==> config.mk <==
export PLATFORM = sky130hd
export DESIGN_NAME = idli_serial_alu
export DESIGN_NICKNAME = d
export VERILOG_FILES = /design/src/rtl/idli_serial_alu.sv
export SDC_FILE = /design/constraint.sdc
export NUM_CORES = 1
export LEC_CHECK = 0
export BUFFER_PORTS_ARGS = -buffer_cell sky130_fd_sc_hd__buf_2
export CAP_MARGIN = 25
export CELL_PAD_IN_SITES_DETAIL_PLACEMENT = 1
export CELL_PAD_IN_SITES_GLOBAL_PLACEMENT = 2
export CORE_MARGIN = 2
export CORE_UTILIZATION = 33
export DETAILED_ROUTE_END_ITERATION = 10
export GPL_TIMING_DRIVEN = 1
export PLACE_DENSITY = 0.8
export SETUP_SLACK_MARGIN = 0.15
export SLEW_MARGIN = 20
export SYNTH_ARGS = -nofsm -noshare
export SYNTH_HDL_FRONTEND = slang
export SYNTH_SLANG_ARGS = --single-unit
==> constraint.sdc <==
create_clock -name i_clk -period 5.1 [get_ports i_clk]
set_clock_uncertainty 0.1 [all_clocks]
set_input_delay 1.02 -clock i_clk [delete_from_list [all_inputs] [get_ports i_clk]]
set_output_delay 1.02 -clock i_clk [all_outputs]
set_load 0.01 [all_outputs]
==> src/rtl/idli_serial_alu.sv <==
// Slice-serial ALU: operands arrive LSB slice first, one registered result slice per cycle.
// Optional shift-left-by-1 of A is enabled by defining IDLI_SERIAL_ALU_SHL_EN.
module idli_serial_alu #(
   parameter int DATA_W  = 16,
   parameter int SLICE_W = 4
) (
   input  logic               i_clk,
   input  logic               i_rst,
   input  logic               i_start,
   output logic               o_ready,
   input  logic [1:0]         i_op,
   input  logic               i_sub,
   input  logic               i_shl,
   input  logic [SLICE_W-1:0] i_lhs,
   input  logic [SLICE_W-1:0] i_rhs,
   output logic [SLICE_W-1:0] o_res,
   output logic               o_res_vld,
   output logic               o_done,
   output logic               o_carry,
   output logic               o_zero
);

   localparam int NSLICE = DATA_W / SLICE_W;
   localparam int CNT_W  = (NSLICE > 1) ? $clog2(NSLICE) : 1;
   localparam logic [CNT_W-1:0] LAST = CNT_W'(NSLICE - 1);

   typedef enum logic [1:0] {
      ALU_OP_ADD = 2'd0,
      ALU_OP_AND = 2'd1,
      ALU_OP_OR  = 2'd2,
      ALU_OP_XOR = 2'd3
   } alu_op_t;

   typedef enum logic {ST_IDLE, ST_RUN} state_t;

   typedef struct packed {
      alu_op_t op;
      logic    sub;
   } ctrl_t;

   state_t             state_q, state_d;
   ctrl_t              ctrl_q, ctrl_d, ctrl;
   logic [CNT_W-1:0]   cnt_q, cnt_d;
   logic               carry_q, carry_d;
   logic               zacc_q, zacc_d;
   logic [SLICE_W-1:0] res_q, res_d;
   logic               res_vld_q, res_vld_d;
   logic               done_q, done_d;
   logic               cflag_q, cflag_d;
   logic               zflag_q, zflag_d;

   logic               accept, consume, last, shl, cin, cout;
   logic [SLICE_W-1:0] res;
   logic [SLICE_W:0]   sum;

`ifdef IDLI_SERIAL_ALU_SHL_EN
   logic             shl_q, shl_d;
   logic [SLICE_W:0] shifted;
`else
   logic             unused_shl;
   assign unused_shl = i_shl;
`endif

   always_comb begin
      accept  = (state_q == ST_IDLE) && i_start;
      consume = accept || (state_q == ST_RUN);
      ctrl    = ctrl_q;
      if (accept) begin
         ctrl.op  = alu_op_t'(i_op);
         ctrl.sub = i_sub;
      end
`ifdef IDLI_SERIAL_ALU_SHL_EN
      shl_d = accept ? i_shl : shl_q;
      shl   = shl_d;
`else
      shl   = 1'b0;
`endif
      // Slice 0 takes its carry-in from the op (1 for subtract); later slices from the carry flop.
      cin  = accept ? (i_sub && (ctrl.op == ALU_OP_ADD) && !shl) : carry_q;
      sum  = {1'b0, i_lhs} + {1'b0, (ctrl.sub ? ~i_rhs : i_rhs)} + {{SLICE_W{1'b0}}, cin};
      res  = '0;
      cout = 1'b0;
`ifdef IDLI_SERIAL_ALU_SHL_EN
      shifted = {i_lhs, cin};
      if (shl) begin
         res  = shifted[SLICE_W-1:0];
         cout = shifted[SLICE_W];
      end else
`endif
      begin
         case (ctrl.op)
            ALU_OP_ADD: begin
               res  = sum[SLICE_W-1:0];
               cout = sum[SLICE_W];
            end
            ALU_OP_AND: res = i_lhs & i_rhs;
            ALU_OP_OR:  res = i_lhs | i_rhs;
            default:    res = i_lhs ^ i_rhs;
         endcase
      end
      last = accept ? (NSLICE == 1) : (cnt_q == LAST);

      state_d   = state_q;
      ctrl_d    = ctrl_q;
      cnt_d     = cnt_q;
      carry_d   = carry_q;
      zacc_d    = zacc_q;
      res_d     = res_q;
      res_vld_d = 1'b0;
      done_d    = 1'b0;
      cflag_d   = cflag_q;
      zflag_d   = zflag_q;
      if (consume) begin
         ctrl_d    = ctrl;
         res_d     = res;
         res_vld_d = 1'b1;
         carry_d   = cout;
         zacc_d    = (accept ? 1'b0 : zacc_q) | (|res);
         if (last) begin
            state_d = ST_IDLE;
            cnt_d   = '0;
            done_d  = 1'b1;
            cflag_d = cout;
            zflag_d = ~zacc_d;
         end else begin
            state_d = ST_RUN;
            cnt_d   = accept ? CNT_W'(1) : cnt_q + CNT_W'(1);
         end
      end
   end

   always_ff @(posedge i_clk) begin
      if (i_rst) begin
         state_q   <= ST_IDLE;
         ctrl_q    <= '0;
         cnt_q     <= '0;
         carry_q   <= 1'b0;
         zacc_q    <= 1'b0;
         res_q     <= '0;
         res_vld_q <= 1'b0;
         done_q    <= 1'b0;
         cflag_q   <= 1'b0;
         zflag_q   <= 1'b0;
`ifdef IDLI_SERIAL_ALU_SHL_EN
         shl_q     <= 1'b0;
`endif
      end else begin
         state_q   <= state_d;
         ctrl_q    <= ctrl_d;
         cnt_q     <= cnt_d;
         carry_q   <= carry_d;
         zacc_q    <= zacc_d;
         res_q     <= res_d;
         res_vld_q <= res_vld_d;
         done_q    <= done_d;
         cflag_q   <= cflag_d;
         zflag_q   <= zflag_d;
`ifdef IDLI_SERIAL_ALU_SHL_EN
         shl_q     <= shl_d;
`endif
      end
   end

   assign o_ready   = (state_q == ST_IDLE);
   assign o_res     = res_q;
   assign o_res_vld = res_vld_q;
   assign o_done    = done_q;
   assign o_carry   = cflag_q;
   assign o_zero    = zflag_q;

endmodule

-- Word-level counts from Yosys, hierarchy flattened
Cells that the tools add are included.
- $add $sub $neg: 3
- equality and inequality tests: 3
- muxes and demuxes: 12
- bitwise logic cells: 8
- reduce and logical (&&, ||, !) cells: 7
- operators by type and width (kind ; count):
    $pmux W4 S3 ; 1
    $mux W1 ; 7
    $add A4 B4 Y5 ; 1
    $add A5 B1 Y5 ; 1
    $and A4 B4 Y4 ; 1
    $eq A2 B2 Y1 const B ; 2
    $mux W2 ; 2
    $mux W4 ; 1
    $not A4 Y4 ; 1
    $or A4 B4 Y4 ; 1
    $reduce_or A4 Y1 ; 1
    $xor A4 B4 Y4 ; 1
    $mux W3 ; 1
    $not A1 Y1 ; 3
    $add A2 B1 Y2 const B ; 1
    $eq A2 B1 Y1 const B ; 1
    $logic_and A1 B1 Y1 ; 2
    $logic_not A2 Y1 ; 1
    $reduce_and A2 Y1 ; 1
    $reduce_or A2 Y1 ; 1
    $logic_or A1 B1 Y1 ; 1
    $or A1 B1 Y1 ; 1
- flip-flop bits (word level): 16
- input port bits: 15
- output and inout port bits: 9
- logic and storage cells: 44

-- Longest topological paths before layout
- depth after elaboration: 11
- depth in mapped cells: 14
- depth with buffers taken out: 13

-- Least setup slack after synthesis
No wires, ideal clock.
- path type: in2reg
- from: input i_start
- to: register zacc_q
- setup time: 115 ps
- data arrival time: 3494 ps
- data required time: 4885 ps
- path slack: 1391 ps
- cell stages on the path: 12
- buffers on the path: 0
- cells stage by stage: nor2b_2 mux2i_1 nand2_1 o21ai_0 fa_1 inv_1 fa_1 xnor2_1 mux4_2 a21oi_2 a31oi_1 o21a_1
- longest elaborated chain between the ends: 9
- elaborated cells between the ends (all ways): 15
- those cells by class: add/sub: 2; eq/ne: 2; mux: 5; bitwise: 1; reduce/logical: 5
- RTL lines (what ; RTL line ; source):
    start, declared ; 9 ; input logic i_start,
    $logic_and A1 B1 Y1 (*) ; 65 ; accept = (state_q == ST_IDLE) && i_start;
    parallel branches: the longest is 8 deep, another holds $add A4 B4 Y5 ; - ;
    end signal, assigned ; 152 ; zacc_q <= zacc_d;
    end, declared ; 45 ; logic zacc_q, zacc_d;
Every way passes the cells marked *.
A chain may end at the register's enable or synchronous reset.

-- Final worst setup path
Same ends and word-level chain as after synthesis.

==> impl_metrics.py <==
metrics = {
    "status": {
        "outcome": "finished, final reports clean",
    },
    "worst_hold_path": {
        "hold_class": "reg -> reg",
        "min_from": "o_res[2]",
    },
    "placed_design": {
        "dpl_cell_area_mm2": 0.00123,
        "dp_hpwl_um": 2080,
        "gp_congestion": 0.761,
        "post-place-ws_ns": 0.846,
        "place_inst": 191,
        "io_buffers": 22,
    },
    "pwr": {
        "power_frac_clock": 0.206,
        "p_sw_frac": 0.339,
        "ir_worst_vdd_mv": 0.125,
        "p_int_mw": 0.216,
        "p_comb_frac": 0.361,
        "p_seq_frac": 0.433,
        "p_leak_nw": 0.599,
        "p_sw_mw": 0.111,
        "p_per_area_mw_per_mm2": 260,
    },
    "worst_setup_path": {
        "critPathMaxFanout": 8,
        "start_kind": "input pin",
        "criticalPathCategory": "in -> reg",
        "reg2reg_setup_slack_ns": 1.47,
        "cp-end-kind": "flip-flop",
        "cp.arrival_ns": 4.02,
        "crit_start": "i_start",
        "reg2reg_from": "state_q",
        "crit_required_ns": 5.19,
    },
    "timing": {
        "fin_crit_ns": 3.93,
        "slew_headroom": 0.587,
        "max_freq_mhz": 254,
        "hold_ws_ns": 0.354,
        "setup_viol": 0,
        "worst_slack_ns": 1.17,
        "grt_setup_unrepaired": "false",
        "finalMaxSlewViolations": 0,
        "hold_viol": 0,
        "setup_tns_ns": 0,
        "worst_pin_slew_ns": 0.617,
        "finalCritPeriodShare": 0.771,
    },
    "synthesis": {
        "ys_seq_area_frac": 0.302,
        "synth-compound-area-share": 0.212,
        "synth_cell_type_count": 37,
        "synthCells": 125,
        "yosys.area_share.simple": 0.170,
        "ys_ff_latch": 16,
        "synth_top_area_cell": "dfxtp_1",
        "synth-xor-area-share": 0.0413,
        "synth_warnings": 0,
        "synth_fa_ha_area_frac": 0.179,
        "synth_top_family_by_area": "compound AO/OA/AOI/OAI gates",
        "syn_area_mm2": 0.00106,
        "synthMuxAreaShare": 0.0413,
        "synth_nets": 154,
        "synth.area.top_cells": "dfxtp_1 (30%), ha_1 (14%), a21oi_1 (5.7%), nand2_1 (5.0%), inv_1 (4.6%)",
        "synth_top_area_share": 0.302,
        "syn_area_per_cell_um2": 8.49,
    },
    "routing": {
        "dr.pass1.iters": 4,
        "via_per_inst": 4.91,
        "wl_per_cell_um": 13.0,
        "drt_iter0_drc": 36,
        "routed-via-count": 952,
        "drtAntennaViolNets": 0,
        "wl_um": 2520,
        "drt_drc_violations_left": 0,
    },
    "clocking": {
        "clockRootBuffer": "clkbuf_4",
        "cts_tree": "done",
        "clk_transition_reported_paths_ns": 0.09,
        "htreeDepth": 1,
        "post-cts-setup-buffer-count": 0,
        "cts_sinks": 16,
        "cts_buffers": 3,
        "cts_hold_buf": 0,
        "insertion_delay_ns": 0.28,
        "cts.repair.resized": 0,
        "clk_path_buf_depth": 2,
    },
    "cells_and_area": {
        "final_cells": 194,
        "drive_gt1_frac": 0.213,
        "n_antenna_cell": 0,
        "nets": 181,
        "area_growth_pct": 18.3,
        "finalInstanceArea_mm2": 0.00125,
        "fillers": 388,
    },
    "global_routing": {
        "grt_pass1_wl_um": 4500,
        "grt_use_total": 0.164,
        "grt_pass1_vias": 1020,
        "antenna_found_initial": 0,
        "gr-total-overflow": 0,
        "grt_start_max_net_pins": 16,
    },
    "die": {
        "rows": 20,
        "core_area_mm2": 0.00305,
        "die_area_mm2": 0.00368,
        "die_w_um": 60.7,
        "io_pins": 24,
        "initial_core_util": 0.348,
        "die_height_um": 60.7,
    },
    "flow_run": {
        "maxCapViolations": 0,
    },
}
[path summary, 6_finish.rpt]
check | depth (start not counted) | end
setup reg to reg | 12 | zacc_q
hold / removal | 2 | o_res[2]
hold reg to reg | 2 | o_res[2]
setup / recovery | 13 | zacc_q
[state kept, by name, summed over array words and instances, names as in the netlist]
name       cells
o_res_vld      1
o_done         1
cnt_q          2
ctrl_q         3
carry_q        1
o_carry        1
o_res          4
o_zero         1
zacc_q         1
state_q        1
[final cells by class]
class / count / area [um^2] / area share
inverter: 13 / 48.8 / 0.0389
timing repair buffer: 24 / 125 / 0.0997
sequential: 16 / 320 / 0.255
tap: 44 / 55.1 / 0.0439
multi-input combinational: 94 / 683 / 0.544
clock buffer: 3 / 22.5 / 0.0179
[synthesized netlist by cell type (all sizes together)]
library cell	n
a41oi	1
o21bai	1
and3b	1
mux2i	1
dfxtp	16
o21a	1
ha	12
a32o	1
o21ai	6
clkbuf	1
nand2	14
a22o	1
a31oi	1
xnor2	5
fa	2
mux2	1
a21boi	1
nand2b	3
or2	2
nor2	10
and2	1
inv	13
nand3b	2
a21o	2
nand4	1
mux4	1
a211o	2
nand3	1
buf	1
nor2b	2
o211ai	1
a211oi	3
a21oi	13
o31ai	1
[critical path: stages]
cell and delay, ns:
buf_2 0.14, and3b_1 0.23, a21oi_1 0.41, nand2_1 0.13
o21ai_0 0.23, fa_1 0.24, inv_1 0.06, fa_1 0.40
xnor2_1 0.14, mux4_2 0.50, a21oi_2 0.21, a31oi_1 0.12
o21a_1 0.19
[metal layers]
| metal | wire (um) | vias up | global-route usage |
|---|---|---|---|
| met5 | 0 | - | 0 |
| met4 | 12 | 0 | 0.0373 |
| met3 | 70 | 2 | 0.0384 |
| met2 | 1260 | 11 | 0.290 |
| met1 | 1170 | 456 | 0.200 |
| li1 | - | 483 | - |
[power groups by stage]
| stage | Combinational, mW | Clock, mW | Sequential, mW |
|---|---|---|---|
| floorplan | 0.0792 | 0 | 0.145 |
| global placement | 0.114 | 0 | 0.144 |
| detailed placement | 0.119 | 0 | 0.144 |
| CTS | 0.120 | 0.0708 | 0.142 |
| global route | 0.135 | 0.0777 | 0.143 |
| finish | 0.118 | 0.0672 | 0.141 |
[metrics by stage]
step | power [mW] | util
CTS | 0.333 | 0.411
detailed placement | 0.264 | 0.404
global placement | 0.258 | 0.404
finish | 0.327 | 0.411
global route | 0.355 | 0.411
floorplan | 0.224 | -
[kinds of logic after synthesis]
group | after synthesis
compound gates | 35
xor+xnor | 5
fa+ha+maj | 14
buf+inv | 15
flops | 16
mux | 3
simple gates | 37
[placed cells by master (no fill, tap or decap)]
cell,n
nand3_1,1
nor2_1,10
and3b_1,1
a21oi_2,1
mux4_2,1
a41oi_1,1
or2_1,2
fa_1,2
inv_1,13
mux2_2,1
o21ai_0,6
nor2b_1,1
nand4_1,1
o211ai_1,1
mux2i_1,1
buf_4,2
xnor2_1,5
nand3b_1,2
nand2_1,14
a211oi_1,3
a21o_1,2
o31ai_1,1
o21bai_1,1
ha_1,12
nand2b_1,2
nor2b_2,1
a31oi_1,1
and2_1,1
dfxtp_1,16
a21boi_1,1
nand2b_2,1
clkbuf_4,3
o21a_1,1
buf_2,22
a32o_1,1
a211o_1,2
a21oi_1,12
a22o_1,1
Power figures use the tool's default switching activity.
